File: src/rtl/sweep_pkg.sv
// Shared definitions for the partition sweep controller: FSM encoding,
// default widths and the result-width helpers.
package sweep_pkg;

  typedef enum logic [1:0] {
    ST_IDLE  = 2'd0,
    ST_SWEEP = 2'd1,
    ST_DRAIN = 2'd2,
    ST_DONE  = 2'd3
  } sweep_state_t;

  localparam int DEF_IN_W  = 7;
  localparam int DEF_OUT_W = 4;

  // Sum of popcounts over 2^in_w vectors, each at most out_w.
  function automatic int ham_w(input int in_w, input int out_w);
    return in_w + $clog2(out_w + 1);
  endfunction

  // Sum of absolute differences over 2^in_w vectors, each below 2^out_w.
  function automatic int abs_w(input int in_w, input int out_w);
    return in_w + out_w;
  endfunction

endpackage

File: src/rtl/sweep_err_unit.sv
// Per-vector error metrics between an exact and an approximate response:
// inequality flag, Hamming distance and unsigned absolute difference.
module sweep_err_unit
  import sweep_pkg::*;
#(
  parameter int OUT_W = DEF_OUT_W
) (
  input  logic [OUT_W-1:0]             exact,
  input  logic [OUT_W-1:0]             approx,
  output logic                         mismatch,
  output logic [$clog2(OUT_W+1)-1:0]   ham,
  output logic [OUT_W-1:0]             abs_diff
);

  localparam int CW = $clog2(OUT_W + 1);

  logic [OUT_W-1:0] diff_bits;

  assign diff_bits = exact ^ approx;
  assign mismatch  = |diff_bits;
  assign abs_diff  = (exact >= approx) ? (exact - approx) : (approx - exact);

  always_comb begin
    ham = '0;
    for (int i = 0; i < OUT_W; i++) begin
      ham = ham + CW'(diff_bits[i]);
    end
  end

endmodule

File: src/rtl/partition_sweep_ctrl.sv
// Exhaustive sweep of a partition's input space, comparing exact and
// approximate responses and accumulating error statistics.
module partition_sweep_ctrl
  import sweep_pkg::*;
#(
  parameter int IN_W  = DEF_IN_W,
  parameter int OUT_W = DEF_OUT_W
) (
  input  logic                            clk,
  input  logic                            rst_n,
  input  logic                            start,
  input  logic                            abort,
  output logic [IN_W-1:0]                 pi_out,
  input  logic [OUT_W-1:0]                exact_po,
  input  logic [OUT_W-1:0]                approx_po,
  output logic                            busy,
  output logic                            done,
  output logic                            res_valid,
  output logic [IN_W:0]                   err_count,
  output logic [ham_w(IN_W, OUT_W)-1:0]   ham_sum,
  output logic [abs_w(IN_W, OUT_W)-1:0]   abs_sum,
  output logic [OUT_W-1:0]                max_abs
);

  localparam int ERR_W = IN_W + 1;
  localparam int HAM_W = ham_w(IN_W, OUT_W);
  localparam int ABS_W = abs_w(IN_W, OUT_W);
  localparam int CW    = $clog2(OUT_W + 1);

  sweep_state_t     state;
  logic [OUT_W-1:0] cap_exact;
  logic [OUT_W-1:0] cap_approx;
  logic             cap_valid;

  logic             vec_mismatch;
  logic [CW-1:0]    vec_ham;
  logic [OUT_W-1:0] vec_abs;
  logic             sweeping;
  logic             launch;
  logic             acc_en;

  sweep_err_unit #(.OUT_W(OUT_W)) u_err (
    .exact    (cap_exact),
    .approx   (cap_approx),
    .mismatch (vec_mismatch),
    .ham      (vec_ham),
    .abs_diff (vec_abs)
  );

  // DONE also accepts a new start so held-start sweeps repeat every 2^IN_W+2 cycles.
  assign sweeping = (state == ST_SWEEP) || (state == ST_DRAIN);
  assign launch   = ((state == ST_IDLE) || (state == ST_DONE)) && start && !abort;
  assign acc_en   = sweeping && cap_valid && !abort;

  always_ff @(posedge clk or negedge rst_n) begin
    if (!rst_n) begin
      state      <= ST_IDLE;
      pi_out     <= '0;
      busy       <= 1'b0;
      done       <= 1'b0;
      res_valid  <= 1'b0;
      cap_exact  <= '0;
      cap_approx <= '0;
      cap_valid  <= 1'b0;
    end else begin
      done <= 1'b0;
      case (state)
        ST_IDLE, ST_DONE: begin
          if (launch) begin
            state     <= ST_SWEEP;
            pi_out    <= '0;
            busy      <= 1'b1;
            res_valid <= 1'b0;
            cap_valid <= 1'b0;
          end else begin
            state <= ST_IDLE;
          end
        end
        ST_SWEEP: begin
          if (abort) begin
            state     <= ST_IDLE;
            busy      <= 1'b0;
            cap_valid <= 1'b0;
          end else begin
            cap_exact  <= exact_po;
            cap_approx <= approx_po;
            cap_valid  <= 1'b1;
            if (&pi_out) begin
              state <= ST_DRAIN;
            end else begin
              pi_out <= pi_out + 1'b1;
            end
          end
        end
        ST_DRAIN: begin
          cap_valid <= 1'b0;
          busy      <= 1'b0;
          if (abort) begin
            state <= ST_IDLE;
          end else begin
            state     <= ST_DONE;
            done      <= 1'b1;
            res_valid <= 1'b1;
          end
        end
        default: begin
          state <= ST_IDLE;
          busy  <= 1'b0;
        end
      endcase
    end
  end

  // Accumulation trails capture by one cycle; widths are sized so nothing wraps.
  always_ff @(posedge clk or negedge rst_n) begin
    if (!rst_n) begin
      err_count <= '0;
      ham_sum   <= '0;
      abs_sum   <= '0;
      max_abs   <= '0;
    end else if (launch) begin
      err_count <= '0;
      ham_sum   <= '0;
      abs_sum   <= '0;
      max_abs   <= '0;
    end else if (acc_en) begin
      err_count <= err_count + ERR_W'(vec_mismatch);
      ham_sum   <= ham_sum + HAM_W'(vec_ham);
      abs_sum   <= abs_sum + ABS_W'(vec_abs);
      if (vec_abs > max_abs) begin
        max_abs <= vec_abs;
      end
    end
  end

endmodule

File: config.mk
export PLATFORM = sky130hd
export DESIGN_NAME = partition_sweep_ctrl
export DESIGN_NICKNAME = d
export VERILOG_FILES = /design/src/rtl/sweep_pkg.sv /design/src/rtl/sweep_err_unit.sv /design/src/rtl/partition_sweep_ctrl.sv
export SDC_FILE = /design/constraint.sdc
export NUM_CORES = 1
export LEC_CHECK = 0
export ABC_AREA = 1
export CAP_MARGIN = 20
export CORE_UTILIZATION = 27
export CTS_CLUSTER_SIZE = 40
export DETAILED_ROUTE_END_ITERATION = 6
export PLACE_DENSITY = 0.44
export SLEW_MARGIN = 20
export SYNTH_ARGS = -nofsm -noshare
export SYNTH_HDL_FRONTEND = slang
export SYNTH_SLANG_ARGS = --single-unit
File: constraint.sdc
create_clock -name clk -period 3.7 [get_ports clk]
set_input_delay 0.74 -clock clk [delete_from_list [all_inputs] [get_ports clk]]
set_output_delay 0.74 -clock clk [all_outputs]
set_load 0.01 [all_outputs]
==> run summary <==
Unrepaired setup endpoints after global routing = false
Total congestion overflow = 0
Synth Area per Inst = 7.93 sq um
Max VDD drop = 0.343 mV
Post-synthesis net count = 475
Routability cong. = 0.790
FP Rows = 40
Top cell by count, worst path = inv_1
Vias/cell = 4.45
Worst Path Required = 3890 ps
H-tree Lvls = 2
Post-synth EDFFs = 0
Die extent in y = 115 um
Largest net degree at the start of global routing = 33
R2r setup slk = 700 ps
Synthesized instance count = 432
WL final = 7.93 mm
Setup TNS = 0 ps
First-iteration detailed-routing DRC count = 80
Die Width = 115 um
Largest stage delay, worst path = 420 ps
Crit path launch type = register
Min Hold Slack = 424 ps
Clock Tree Buf Depth = 2
Utilization after layout = 35.1%
Final Max Slew Viols = 0
Core area = 12200 sq um
Clk Latency, worst-skew pair = 300 ps
Critical Path End Type = register
Leakage = 0.00209 uW
Cell Area, Synth = 3430 sq um
Fin. Hold Viols = 0
Worst path slowest cell = fa_1
Die area = 13100 sq um
Critical path arrival = 3190 ps
CTS Hold Buffers Added = 0
CTS buffer count = 5
Primary FF master, synth = dfrtp_1
Clock period minus worst slack = 3000 ps
Via Count = 2915
Layout cells sized above 1 = 5.34%
Placed insts = 647
FF-to-FF Start = cap_exact[1]
Rel. slew slack = 62.9%
Post-synthesis sequential area ratio = 39.4%
Initial antenna violation count = 0
Power Dens Cells = 781 nW/um^2
Postcts setup bufs = 0
Nets = 529
Wire length per cell = 12.1 um
N_diodes = 0
F_max = 333 MHz
Number of global-route vias before repair = 2854
Post-synthesis register bit count = 54
Final total power = 3340 uW
Synth Warn # = 0
Worst-Margin Slew = 556 ps
HPWL after DPL = 6.03 mm
Sink Count = 54
Tcrit/Tclk final = 81.1%
Status = finished clean
Non-filler instance count after layout = 655
Top Ports = 55
Port Buffers = 54
Total track usage = 13.2%
Max_cap viols = 0
# setup viols final = 0
Crit-path max FO = 5
Register-to-Register Path Depth = 15
TritonRoute pass-1 iters = 4
Clock skew = 4.48 ps
Residual DRC count = 0
Routed Antenna Nets = 0
Wire length of the first global-routing pass = 13.6 mm
CTS root buf = clkbuf_16
Share of flip-flops with an asynchronous set or reset = 100%
Hold Crit Class = in2async
R2R Path End = ham_sum[6]
Layout Area Growth over Synthesis = 25.0%
Post_cts resized = 0
CTS tree = done
CP Class = reg2reg
Initial Utilization = 28.1%
Crit-path cells = inv_1, ha_1, ha_1, inv_1, fa_1, inv_1, ha_1, inv_1, fa_1, inv_1, a21oi_1, nor2_2, nand3_1, nand2_1, nor2_1
Clock-pin slew of the registers on the worst-case setup and hold paths = 70 ps
Netlist cell types = 37
-- report_power, final --
group / switching [uW] / leakage [uW] / total, uW / internal (uW)
logic: 1150 / 0.00127 / 1940 / 790
clock network: 232 / 0.0000842 / 554 / 321
registers: 121 / 0.000734 / 848 / 727
total: 1510 / 0.00209 / 3340 / 1840
-- cell usage after synthesis, types with 5 or more instances --
master | instances | area (sq um)
nand2_1 | 123 | 462
inv_1 | 55 | 206
dfrtp_1 | 54 | 1350
nor2_1 | 39 | 146
nand3_1 | 34 | 170
ha_1 | 26 | 325
o21ai_0 | 24 | 120
a21oi_1 | 10 | 50.1
nand4_1 | 8 | 50.1
xor2_1 | 6 | 52.6
fa_1 | 5 | 100
-- routing by layer --
layer / vias to the layer above / wire (um) / GRT usage, %
met5: - / 0 / 0
met4: 0 / 80 / 3.20
met3: 8 / 300 / 3.02
met2: 54 / 3640 / 22.0
met1: 1358 / 3920 / 17.2
li1: 1495 / - / -
-- layout make-up --
| cell class | instances | area, sq um |
|---|---|---|
| multi-input cells | 311 | 1790 |
| clock buffers | 5 | 125 |
| inverters | 59 | 221 |
| flip-flops and latches | 54 | 1350 |
| fillers | 1349 | 7930 |
| clock inverters | 3 | 43.8 |
| repair buffers | 55 | 543 |
| well taps | 168 | 210 |
-- through the flow --
stage | setup WS [ps] | area (sq um)
6_report | 699 | 4280
5_1_grt | 474 | 4280
4_1_cts | 695 | 4280
3_5_place_dp | 705 | 4110
3_3_place_gp | 780 | 4110
2_1_floorplan | 930 | 3430
-- logic make-up after synthesis --
family | synth area share (%)
AND/OR/NAND/NOR | 28.6
buffers and inverters | 8.40
flip-flops | 39.4
AO/OA/AOI/OAI | 8.84
adder cells (fa/ha/maj) | 12.4
XOR/XNOR | 2.04
multiplexers | 0.329
-- state kept, by name, indices dropped and copies added, names as in the netlist --
name / cells
abs_sum: 11
ham_sum: 10
err_count: 8
pi_out: 7
cap_approx: 4
cap_exact: 4
max_abs: 4
state: 2
busy: 1
cap_valid: 1
done: 1
res_valid: 1
-- critical path, delay by kind of cell (launching register included) --
kind            cells  cell delay [ps]
fa+ha+maj           5             1690
flops               1              390
buf+inv             5              370
simple gates        4              340
compound gates      1               90
-- worst max-delay path by stage --
stage	from	end	slack [ps]	cells past startpoint
floorplan	cap_exact[1]	ham_sum[6]	930	15
CTS	cap_exact[1]	ham_sum[6]	690	15
detailed placement	cap_exact[1]	ham_sum[6]	710	15
global placement	cap_exact[1]	ham_sum[6]	780	15
finish	cap_exact[1]	ham_sum[6]	700	15
global route	cap_exact[1]	ham_sum[8]	470	15
-- cells in the final DEF (no fill, tap or decap), drive strengths merged --
master           n
a21boi           1
a21o             2
a21oi           11
a22o             4
a31oi            2
and2             1
and3             2
buf              2
bufinv           1
clkbuf           5
clkdlybuf4s50   53
clkinv           1
dfrtp           54
fa               5
ha              26
inv             60
mux2             1
nand2          125
nand3           37
nand4            8
nor2            42
nor3             4
nor3b            1
nor4             1
o211ai           1
o21ai           26
o21bai           2
o22ai            1
xnor2            2
xor2             6
Note: power is estimated with default switching activity, not from simulation.
